## config.mk

```make
export PLATFORM = sky130hd
export DESIGN_NAME = div_unit_param
export DESIGN_NICKNAME = d
export VERILOG_FILES = /design/src/rtl/div_unit_param.sv
export SDC_FILE = /design/constraint.sdc
export NUM_CORES = 1
export LEC_CHECK = 0
export ABC_AREA = 1
export CORE_MARGIN = 2
export CORE_UTILIZATION = 55
export CTS_BUF_LIST = sky130_fd_sc_hd__clkbuf_4 sky130_fd_sc_hd__clkbuf_8 sky130_fd_sc_hd__clkbuf_16
export DETAILED_ROUTE_END_ITERATION = 8
export GPL_ROUTABILITY_DRIVEN = 0
export PLACE_DENSITY = 0.84
export SLEW_MARGIN = 20
export SYNTH_ARGS = -nofsm -noshare
export SYNTH_HDL_FRONTEND = slang
export SYNTH_SLANG_ARGS = --single-unit
```

## constraint.sdc

```tcl
create_clock -name clk -period 4.7 [get_ports clk]
set_input_delay 0.47 -clock clk [delete_from_list [all_inputs] [get_ports clk]]
set_output_delay 0.47 -clock clk [all_outputs]
set_load 0.05 [all_outputs]
```

## src/rtl/div_unit_param.sv

```systemverilog
// div_unit_param
// Parametrised radix-2 restoring divider for the execute stage. Handles
// DIV/DIVU/REM/REMU at WIDTH bits, optionally skipping iterations that only
// shift leading zeros of the dividend magnitude. One request in flight; the
// result is held on the writeback port until acknowledged. The last computed
// quotient/remainder pair is kept so a repeat request can skip the divide.
//
// Ports
//   clk, rst_n        clock (rising edge), asynchronous active-low reset
//   new_request       issue valid
//   ready             issue ready: idle and not flushing
//   rs1, rs2          dividend, divisor
//   op                00 DIV, 01 DIVU, 10 REM, 11 REMU
//   reuse_result      return the stored result instead of dividing
//   instruction_id    tag, echoed on wb_id
//   flush             synchronous abort of any in-flight op
//   wb_done           result valid (held until wb_ack)
//   wb_rd, wb_id      result and its tag
//   wb_ack            writeback accepted
//
// state     | meaning
// ----------+----------------------------------------------------------
// IDLE      | waiting for a request, ready=1
// INIT      | operand magnitudes, iteration count, dividend pre-shift
// DIVIDE    | one quotient bit per cycle, counter runs down to 1
// SIGN_FIX  | apply signs / divide-by-zero rule, update reuse registers
// DONE      | wb_done=1, waiting for wb_ack

module div_unit_param #(
  parameter int WIDTH           = 32,
  parameter int ID_W            = 3,
  parameter int EARLY_TERMINATE = 1
) (
  input  logic             clk,
  input  logic             rst_n,
  input  logic             new_request,
  output logic             ready,
  input  logic [WIDTH-1:0] rs1,
  input  logic [WIDTH-1:0] rs2,
  input  logic [1:0]       op,
  input  logic             reuse_result,
  input  logic [ID_W-1:0]  instruction_id,
  input  logic             flush,
  output logic             wb_done,
  output logic [WIDTH-1:0] wb_rd,
  output logic [ID_W-1:0]  wb_id,
  input  logic             wb_ack
);

  localparam int CNT_W = $clog2(WIDTH + 1);

  localparam logic [2:0] S_IDLE     = 3'd0;
  localparam logic [2:0] S_INIT     = 3'd1;
  localparam logic [2:0] S_DIVIDE   = 3'd2;
  localparam logic [2:0] S_SIGN_FIX = 3'd3;
  localparam logic [2:0] S_DONE     = 3'd4;

  // Number of leading zeros; returns WIDTH for an all-zero input.
  function automatic logic [CNT_W-1:0] count_lz(input logic [WIDTH-1:0] v);
    logic [CNT_W-1:0] n;
    n = CNT_W'(WIDTH);
    for (int i = 0; i < WIDTH; i++) begin
      if (v[i]) n = CNT_W'(WIDTH - 1 - i);
    end
    return n;
  endfunction

  logic [2:0]       state_q, state_d;
  logic [WIDTH-1:0] a_q, a_d;
  logic [WIDTH-1:0] b_q, b_d;
  logic [1:0]       op_q, op_d;
  logic [ID_W-1:0]  id_q, id_d;
  logic [WIDTH-1:0] dvd_q, dvd_d;   // dividend bits out the top, quotient bits in the bottom
  logic [WIDTH-1:0] dsr_q, dsr_d;   // divisor magnitude
  logic [WIDTH-1:0] rem_q, rem_d;   // partial remainder, always < divisor
  logic [CNT_W-1:0] cnt_q, cnt_d;
  logic [WIDTH-1:0] wb_rd_q, wb_rd_d;
  logic [ID_W-1:0]  wb_id_q, wb_id_d;
  logic [WIDTH-1:0] stored_quo_q, stored_quo_d;
  logic [WIDTH-1:0] stored_rem_q, stored_rem_d;

  logic             signed_op;
  logic             a_neg;
  logic             b_neg;
  logic [WIDTH-1:0] a_mag;
  logic [WIDTH-1:0] b_mag;
  logic             a_zero;
  logic             b_zero;
  logic [CNT_W-1:0] lz;
  logic [CNT_W-1:0] n_iter;
  logic [WIDTH:0]   rem_shift;
  logic [WIDTH:0]   diff;
  logic             take;
  logic [WIDTH-1:0] q_fin;
  logic [WIDTH-1:0] r_fin;

  assign ready   = (state_q == S_IDLE) & ~flush;
  assign wb_done = (state_q == S_DONE) & ~flush;
  assign wb_rd   = wb_rd_q;
  assign wb_id   = wb_id_q;

  // Operand conditioning, valid from INIT onward (operands are held).
  // Negating MIN gives MIN, which read unsigned is exactly |MIN|, so the
  // overflow case MIN / -1 falls out of the magnitude path unaided.
  assign signed_op = ~op_q[0];
  assign a_neg     = signed_op & a_q[WIDTH-1];
  assign b_neg     = signed_op & b_q[WIDTH-1];
  assign a_mag     = a_neg ? -a_q : a_q;
  assign b_mag     = b_neg ? -b_q : b_q;
  assign a_zero    = (a_mag == '0);
  assign b_zero    = (b_q == '0);
  assign lz        = (EARLY_TERMINATE != 0) ? count_lz(a_mag) : '0;
  // A zero dividend or zero divisor needs no iterations in either mode;
  // the quotient/remainder registers already hold the right answer (0/0)
  // or are overridden by the divide-by-zero rule.
  assign n_iter    = (a_zero | b_zero) ? '0 : (CNT_W'(WIDTH) - lz);

  // Restoring step. rem_q < divisor, so rem_shift < 2*divisor and the
  // top bit of the (WIDTH+1)-bit difference is a clean borrow flag.
  assign rem_shift = {rem_q, dvd_q[WIDTH-1]};
  assign diff      = rem_shift - {1'b0, dsr_q};
  assign take      = ~diff[WIDTH];

  // Final results. Divide-by-zero returns all ones and the raw dividend.
  assign q_fin = b_zero ? '1   : ((a_neg ^ b_neg) ? -dvd_q : dvd_q);
  assign r_fin = b_zero ? a_q  : (a_neg ? -rem_q : rem_q);

  always_comb begin
    state_d      = state_q;
    a_d          = a_q;
    b_d          = b_q;
    op_d         = op_q;
    id_d         = id_q;
    dvd_d        = dvd_q;
    dsr_d        = dsr_q;
    rem_d        = rem_q;
    cnt_d        = cnt_q;
    wb_rd_d      = wb_rd_q;
    wb_id_d      = wb_id_q;
    stored_quo_d = stored_quo_q;
    stored_rem_d = stored_rem_q;

    case (state_q)
      S_IDLE: begin
        if (new_request && ready) begin
          a_d  = rs1;
          b_d  = rs2;
          op_d = op;
          id_d = instruction_id;
          if (reuse_result) begin
            wb_rd_d = op[1] ? stored_rem_q : stored_quo_q;
            wb_id_d = instruction_id;
            state_d = S_DONE;
          end else begin
            state_d = S_INIT;
          end
        end
      end

      S_INIT: begin
        // Pre-shifting by lz means the N iterations consume exactly the
        // significant dividend bits; the shifted-in zeros end up above the
        // quotient bits, so dvd_q is the quotient magnitude when done.
        dvd_d   = a_zero ? '0 : (a_mag << lz);
        dsr_d   = b_mag;
        rem_d   = '0;
        cnt_d   = n_iter;
        state_d = (n_iter != '0) ? S_DIVIDE : S_SIGN_FIX;
      end

      S_DIVIDE: begin
        rem_d = take ? diff[WIDTH-1:0] : rem_shift[WIDTH-1:0];
        dvd_d = {dvd_q[WIDTH-2:0], take};
        cnt_d = cnt_q - CNT_W'(1);
        if (cnt_q == CNT_W'(1)) state_d = S_SIGN_FIX;
      end

      S_SIGN_FIX: begin
        stored_quo_d = q_fin;
        stored_rem_d = r_fin;
        wb_rd_d      = op_q[1] ? r_fin : q_fin;
        wb_id_d      = id_q;
        state_d      = S_DONE;
      end

      S_DONE: begin
        if (wb_ack) state_d = S_IDLE;
      end

      default: state_d = S_IDLE;
    endcase

    // Flush wins over everything, including a SIGN_FIX in progress: the
    // reuse registers only change once SIGN_FIX has actually retired.
    if (flush) begin
      state_d      = S_IDLE;
      wb_rd_d      = wb_rd_q;
      wb_id_d      = wb_id_q;
      stored_quo_d = stored_quo_q;
      stored_rem_d = stored_rem_q;
    end
  end

  always_ff @(posedge clk or negedge rst_n) begin
    if (!rst_n) begin
      state_q      <= S_IDLE;
      a_q          <= '0;
      b_q          <= '0;
      op_q         <= '0;
      id_q         <= '0;
      dvd_q        <= '0;
      dsr_q        <= '0;
      rem_q        <= '0;
      cnt_q        <= '0;
      wb_rd_q      <= '0;
      wb_id_q      <= '0;
      stored_quo_q <= '0;
      stored_rem_q <= '0;
    end else begin
      state_q      <= state_d;
      a_q          <= a_d;
      b_q          <= b_d;
      op_q         <= op_d;
      id_q         <= id_d;
      dvd_q        <= dvd_d;
      dsr_q        <= dsr_d;
      rem_q        <= rem_d;
      cnt_q        <= cnt_d;
      wb_rd_q      <= wb_rd_d;
      wb_id_q      <= wb_id_d;
      stored_quo_q <= stored_quo_d;
      stored_rem_q <= stored_rem_d;
    end
  end

endmodule

```

# Word-level counts from Yosys, hierarchy flattened
# Index checks and enable logic that the tools add are counted.
[word_totals]
regBits = 273
inputBits = 75
out_inout_bits = 37
[op_classes]
addsub = 7
n_eq_ne = 10
shifts = 1
mux = 59
bitwise = 9
n_reduce_logical = 11
[ops]
columns = ["cell", "n"]
rows = [
  ["$mux W32", 12],
  ["$mux W6", 33],
  ["$pmux W32 S2", 3],
  ["$neg A32 Y32", 4],
  ["$logic_not A32 Y1", 2],
  ["$sub A33 B32 Y33", 1],
  ["$shl A32 B6 Y32", 1],
  ["$mux W3", 7],
  ["$pmux W3 S5", 1],
  ["$pmux W6 S2", 1],
  ["$eq A3 B2 Y1 const B", 2],
  ["$eq A6 B1 Y1 const B", 1],
  ["$ne A3 B3 Y1 const B", 2],
  ["$pmux W3 S2", 1],
  ["$reduce_bool A6 Y1", 1],
  ["$sub A6 B1 Y6 const B", 1],
  ["$sub A6 B6 Y6 const A", 1],
  ["$and A1 B1 Y1", 4],
  ["$reduce_and A2 Y1", 2],
  ["$reduce_and A4 Y1", 1],
  ["$reduce_bool A2 Y1", 2],
  ["$eq A3 B1 Y1 const B", 1],
  ["$eq A3 B3 Y1 const B", 1],
  ["$logic_not A3 Y1", 1],
  ["9 further kinds", 11],
]

# Depth between registers and ports, before layout
# Gate-level depths: netlist of the first run.
[depth]
word_depth = 41
mapped_depth = 46

# Worst setup path after synthesis of the first run
# No wires, ideal clock.
[synth_timing]
path_type = "reg2reg"
startpoint = "register dvd_q[31]"
endpoint = "register rem_q[18]"
setup_time_ns = 0.141
arrival_ns = 3.643
required_ns = 4.559
path_slack_ns = 0.916
stages_incl_launch_ff = 35
n_path_buf = 2
period_less_slack_ns = 3.784
cell_sequence = "dfrtp_1 -> inv_1 -> ha_1 -> inv_1 -> fa_1 -> nand2_1 -> inv_1 -> nand2_1 -> nand2_1 -> nand3_1 -> nand2_1 -> a21oi_1 -> inv_1 -> a21oi_1 -> o21ai_1 -> nand3_1 -> nand2_1 -> nand3_1 -> nand2_1 -> nand3_1 -> nand2_1 -> nand3_1 -> nand2_1 -> nand3_1 -> nand2_1 -> nand3_1 -> nand2_1 -> nand2_1 -> and3_1 -> or2_0 -> nand2_1 -> buf_2 -> buf_2 -> o21ai_0 -> o22ai_1"
[synth_between]
elab_chain_cells = 3
[synth_rtl]
columns = ["element", "line_no", "source"]
rows = [
  ["from (decl)", "73", "logic [WIDTH-1:0] dvd_q, dvd_d;"],
  ["from (signal assigned)", "225", "dvd_q <= dvd_d;"],
  ["$sub A33 B32 Y33", "121", "assign diff = rem_shift - {1'b0, dsr_q};"],
  ["$mux W32", "172", "rem_d = take ? diff[WIDTH-1:0] : rem_shift[WIDTH-1:0];"],
  ["$pmux W32 S2", "143", "case (state_q)"],
  ["to (signal assigned)", "227", "rem_q <= rem_d;"],
  ["to (decl)", "75", "logic [WIDTH-1:0] rem_q, rem_d;"],
]
# No other way between the ends.
# A chain may end at the register's enable or synchronous reset.

# Worst setup path after layout of the first run
[layout_timing]
startpoint = "register dvd_q[31]"
endpoint = "register rem_q[31]"
# The elaborated chain is that of the path after synthesis.

==> impl_metrics.tcl, run 1 <==
set metrics [dict create \
    rows 67 \
    utilization 0.631 \
    nets 2760 \
    initial_core_util 0.553 \
    ios 112 \
    crit_type "register to register" \
    comb_power_share 0.607 \
    synth-edff-count 0 \
    clock_power_share 0.138 \
    remaining_drc_errors 0 \
    max-slew-margin-rel 0.228 \
    timing.fmax_ghz 0.231 \
    synth_warnings 0 \
    syn_avg_cell_area_sq_um 7.13 \
    synthArstFlopShare 1.00 \
    synthDistinctLibCells 59 \
    synth_seq_cells 273 \
    io_buffers 111 \
    routed_wl_microns 55400 \
    clock_path_buffers 3 \
    holdPathStages 2 \
    synth_area_leaders "dfrtp_1 (37%), nand2_1 (12%), nand3_1 (7.0%), inv_1 (5.6%), o21ai_0 (5.5%)" \
    p_leak_nw 10.1 \
    htreeDepth 1 \
    seqPwrFrac 0.255 \
    netSwitchingFraction 0.515 \
    root_buffer "clkbuf_16" \
    cp-end-kind "register" \
    setup_viol 0 \
    rrSetupSlack_ps 360 \
    yosys.area.top_type "dfrtp_1" \
    netlist_instances 2584 \
    dieArea_sq_um 35000 \
    required_ps 5110 \
    r2r_cells 33 \
    peakVddDrop_v 0.000436 \
    cap_viol_max_count 0 \
    grt_max_degree 99 \
    grt_overflow 0 \
    drt_iter0_drc 2533 \
    firstDrtPassIters 6 \
    die_w_microns 187 \
    synth_area_sq_um 18400 \
    avgViaCountPerCell 6.04 \
    switching_power_w 0.00860 \
    yosysTopAreaCellShare 0.371 \
    wl_per_cell_microns 17.8 \
    design.core.area_sq_um 33300 \
    synth_ff_type "dfrtp_1" \
    period_share 0.922 \
    clk_latency_ps 580 \
    grt_pass1_vias 17500 \
    antenna_found_initial 1 \
    syn2layout_area_growth_pct 14.0 \
    finalClockSkew_ps 28.3 \
    worst_slew_pin_slew_ps 1160 \
    gr-usage-all-layers 0.310 \
    internal_power_w 0.00811 \
    p_per_area_nw_per_um2 796 \
    status "finished clean" \
    cts_sinks 273 \
    critical_path_arrival_ps 4750 \
    cp_common_cell "nand2_1" \
    max_stage_delay_ps 390 \
    slew_viol_final 0 \
    clkTransAtPathRegs_ps 60 \
    slowest_stage "fa_1" \
    setup.worst_path.start_class "register" \
    fillers 2812 \
    die_h_microns 187 \
    cts_buffers 30 \
    syn_nets 2700 \
    layout-drive-gt1-share 0.0705 \
    tritoncts "built" \
    crit_fanout 55 \
    timing.final.crit_period_ps 4340 \
    hold_viol 0 \
    vias 18800 \
    ant_nets 0 \
    dp_hpwl_microns 40400 \
    tns_ps 0 \
    ys_seq_area_frac 0.371 \
    grt_pass1_wl_microns 89600 \
    hold_class "register to register" \
]
## power groups by stage
stage	Sequential (W)	Clock, W	Combinational [W]
6_report	0.00427	0.00231	0.0101
5_1_grt	0.00438	0.00243	0.0112
4_1_cts	0.00422	0.00232	0.00976
3_5_place_dp	0.00425	0	0.00968
3_3_place_gp	0.00420	0	0.00938
2_1_floorplan	0.00450	0	0.00675
## through the flow
step	instance area [sq um]	total power (W)	hold slack (ps)	std cells	setup slack, ps
after floorplan	18400	0.0112	174	2584	916
after global placement	19900	0.0136	459	3058	333
after detailed placement	19900	0.0139	465	3058	245
after CTS	20900	0.0163	479	3115	248
after global routing	21000	0.0180	502	3116	-49.0
final	21000	0.0167	478	3118	365
## placed cells by master, fill, tap and decap left out, drive strengths merged, types with 3 or more instances in the layout
master,instances
nand2,581
inv,288
dfrtp,273
nand3,261
nor2,239
o21ai,220
a21oi,143
clkdlybuf4s50,110
xor2,109
o211ai,50
buf,45
nor3,43
clkbuf,43
ha,40
a31oi,36
o22ai,29
mux2,25
xnor2,22
clkinv,16
o221ai,14
nand4,14
or2,14
nor4,12
a211oi,5
o21bai,5
a41oi,4
a32o,4
and3,3
## Yosys cell counts (all sizes together), types with 2 or more instances
cell type / instances
or4: 2
or2: 14
nand3: 261
nor2: 239
o21bai: 5
nor3: 43
o21ai: 220
nor4: 12
xnor2: 22
nand4: 14
o31ai: 2
o41ai: 2
o211ai: 50
xor2: 109
clkbuf: 89
and3: 3
buf: 39
o22ai: 29
a211oi: 5
dfrtp: 273
mux2: 25
a22oi: 2
a21oi: 143
a32o: 4
a31oi: 36
inv: 289
o221ai: 14
clkinv: 3
a41oi: 4
ha: 40
nand2: 581
## per-layer routing
| metal | vias up | global-route usage | share of wire |
|---|---|---|---|
| li1 | 8694 | - | - |
| met1 | 8857 | 0.432 | 0.41 |
| met2 | 1103 | 0.478 | 0.44 |
| met3 | 183 | 0.0668 | 0.11 |
| met4 | 2 | 0.111 | 0.040 |
| met5 | - | 0 | 0.00023 |
## registers in the layout (all words and copies together), names as in the netlist
signal and count:
rem_q 32, op_q 2, dsr_q 32, stored_rem_q 32
wb_id 3, a_q 32, cnt_q 6, dvd_q 32
stored_quo_q 32, state_q 3, id_q 3, wb_rd 32
b_q 32
## critical path: cells and delay by family, from the launching register on
family / cells / cell delay (ps)
adders and majority gates: 2 / 580
DFF: 1 / 370
buffers and inverters: 5 / 520
and+or+nand+nor: 21 / 1840
AOI/OAI and AO/OA: 5 / 870
## cell type report
cell class	count	area [sq um]	area share
diodes	2	5.00	0.000238
clock buffers	43	892	0.0425
clock inverters	13	87.6	0.00417
inverters	292	1100	0.0525
multi-input cells	1891	10000	0.477
flip-flops and latches	273	6830	0.326
well taps	448	561	0.0267
repair buffers	156	1490	0.0712
## final timing paths
path	endpoint	start
min reg2reg	stored_quo_q[8]	stored_quo_q[8]
max reg2reg	rem_q[31]	dvd_q[31]
min	stored_quo_q[8]	stored_quo_q[8]
max in group asynchronous	b_q[17]	rst_n
min in group asynchronous	id_q[0]	rst_n
max	rem_q[31]	dvd_q[31]
## cell families after synthesis
group / share of synthesized area
buf+inv: 0.0890
mux: 0.0153
simple gates: 0.272
fa+ha+maj: 0.0283
flops: 0.371
xor+xnor: 0.0627
compound gates: 0.161
## what timing repair did
action                     CTS  global route
buffers inserted             0             1
resized for setup            0            19
hold buffers                 1             0
hold endpoints to repair    77             0
setup endpoints to repair    0            59
Power figures use the tool's default switching activity.
==> run 2, diff against run 1 <==
--- a/config.mk
+++ b/config.mk
@@ -12,6 +12,7 @@
 export DETAILED_ROUTE_END_ITERATION = 8
 export GPL_ROUTABILITY_DRIVEN = 0
 export PLACE_DENSITY = 0.84
+export REMOVE_ABC_BUFFERS = 1
 export SLEW_MARGIN = 20
 export SYNTH_ARGS = -nofsm -noshare
 export SYNTH_HDL_FRONTEND = slang
==> constraint.sdc (replaced) <==
create_clock -name clk -period 4.4 [get_ports clk]
set_input_delay 0.44 -clock clk [delete_from_list [all_inputs] [get_ports clk]]
set_output_delay 0.44 -clock clk [all_outputs]
set_load 0.05 [all_outputs]
==> run 2 against run 1 <==
The run now ends with hold timing left; combinational power rose by 9.9%; flip-flop and latch count did not move; sequential power rose by 5.2%; worst hold slack got worse by 480 ps; maximum frequency rose by 5.5%; final cell count rose by 0.48%; global-route usage fell by 1.2 points; first-iteration DRC count fell by 11%; register-to-register slack got worse by 70 ps; critical path depth fell by 16; clock power rose by 17%.
==> impl_metrics.tcl, run 2 (synthesized netlist as in run 1, its figures left out) <==
set metrics [dict create \
    status "finished, violations left" \
    violations "hold timing" \
    finalClockSkew_ps 15.9 \
    max-slew-margin-rel 0.255 \
    rows 67 \
    design.core.area_sq_um 33300 \
    cts_buffers 30 \
    worst_slew_pin_slew_ps 1120 \
    dp_hpwl_microns 38700 \
    gr-usage-all-layers 0.299 \
    drt_iter0_drc 2253 \
    vias 18600 \
    period_share 0.933 \
    grt_overflow 0 \
    cap_viol_max_count 0 \
    clk_latency_ps 580 \
    wl_per_cell_microns 17.2 \
    grt_pass1_vias 17400 \
    critical_path_arrival_ps 4600 \
    antenna_found_initial 0 \
    cts-hold-fix-buffers 0 \
    layout_common_cells "nand2_1 (566), inv_1 (272), dfrtp_1 (272), nand3_1 (257), nor2_1 (233)" \
    slew_viol_final 0 \
    final_common_cell "nand2_1" \
    p_leak_nw 10.2 \
    die_h_microns 187 \
    initial_core_util 0.553 \
    htreeDepth 1 \
    die_w_microns 187 \
    ios 112 \
    firstDrtPassIters 6 \
    timing.fmax_ghz 0.243 \
    tritoncts "built" \
    hold_class "input pin to async pin" \
    clock_path_buffers 3 \
    remaining_drc_errors 0 \
    grtUsageMet2 0.494 \
    required_ps 4890 \
    clkTransAtPathRegs_ps 70 \
    layout-drive-gt1-share 0.0823 \
    grt_pass1_wl_microns 86300 \
    cts_sinks 273 \
    crit_fanout 5 \
    grt.busiest_layer "met2" \
    finalPower_w 0.0182 \
    grt_max_degree 127 \
    timing.final.crit_period_ps 4110 \
    routed_wl_microns 53900 \
    setup.worst_path.start_class "register" \
    io_buffers 111 \
    ant_nets 0 \
    p_per_area_nw_per_um2 855 \
    hold_ws_ps -5.69 \
    antennaDiodeCount 0 \
    root_buffer "clkbuf_16" \
    setup_viol 0 \
    nets 2777 \
    met1_usage 0.387 \
    peakVddDrop_v 0.000478 \
    avgViaCountPerCell 5.92 \
    syn2layout_area_growth_pct 15.8 \
    hold_viol 4 \
    fillers 2820 \
    grt.met3_usage 0.0493 \
    crit_type "register to register" \
    cp-end-kind "register" \
    dieArea_sq_um 35000 \
]
## run 2: where the power goes
| group | switching [W] | internal, W | total (W) | leakage (nW) |
|---|---|---|---|---|
| sequential | 0.000901 | 0.00359 | 0.00449 | 3.27 |
| clock | 0.00107 | 0.00163 | 0.00270 | 0.540 |
| combinational | 0.00715 | 0.00390 | 0.0111 | 6.38 |
## run 2: worst paths after layout
kind                             startpoint                to  slack, ps  cells past startpoint
setup reg to reg                   rem_q[0]         wb_rd[29]        290                     17
hold reg to reg            stored_quo_q[17]  stored_quo_q[17]        480                      2
max in group asynchronous             rst_n         wb_rd[28]       3400                      2
hold / removal                        rst_n   stored_rem_q[7]         -6                      1
setup / recovery                   rem_q[0]         wb_rd[29]        290                     17
min in group clk                     rs2[3]            b_q[3]        440                      3
## run 2: critical path: stages, from the launching register on
cell and delay (ps):
dfrtp_1 450, nor3_1 310, nand3_1 160, nor3_1 310, nand3_1 190, nor3_1 380
and3_1 260, nand3_1 120, nor2_1 210, inv_1 90, o21ai_0 290, o21ai_0 180
xor2_1 170, o21ai_0 400, inv_1 130, nand2_1 90, o211ai_1 80, a31oi_1 180
## run 2: repair_timing
action | 4_1_cts | 5_1_grt
setup buffers | 0 | 5
hold endpoints to repair | 0 | 0
setup endpoints to repair | 0 | 69
gates resized for setup | 0 | 49
## run 2: cell type report
cell class | instances | area [sq um] | share of cell area
Sequential cell | 273 | 6830 | 0.320
Clock buffer | 44 | 925 | 0.0434
Inverter | 292 | 1110 | 0.0519
Multi-Input combinational cell | 1892 | 10100 | 0.473
Clock inverter | 12 | 153 | 0.00716
Tap cell | 448 | 561 | 0.0263
Timing Repair Buffer | 172 | 1660 | 0.0780
## run 2: stage by stage
stage / setup slack [ps] / instances / TNS [ps] / cell area [sq um] / utilization
2_1_floorplan: -1510 / 2456 / -152830 / 17900 / -
3_3_place_gp: 242 / 3067 / 0 / 20000 / 0.601
3_5_place_dp: 75.2 / 3067 / 0 / 20000 / 0.601
4_1_cts: 54.9 / 3123 / 0 / 21100 / 0.633
5_1_grt: -42.5 / 3133 / -177 / 21300 / 0.641
6_report: 293 / 3133 / 0 / 21300 / 0.641
## run 2: metal layers
layer,part of all wire,vias to the layer above
met5,0,-
met4,0.046,0
met3,0.088,189
met2,0.46,918
met1,0.40,8733
li1,-,8712
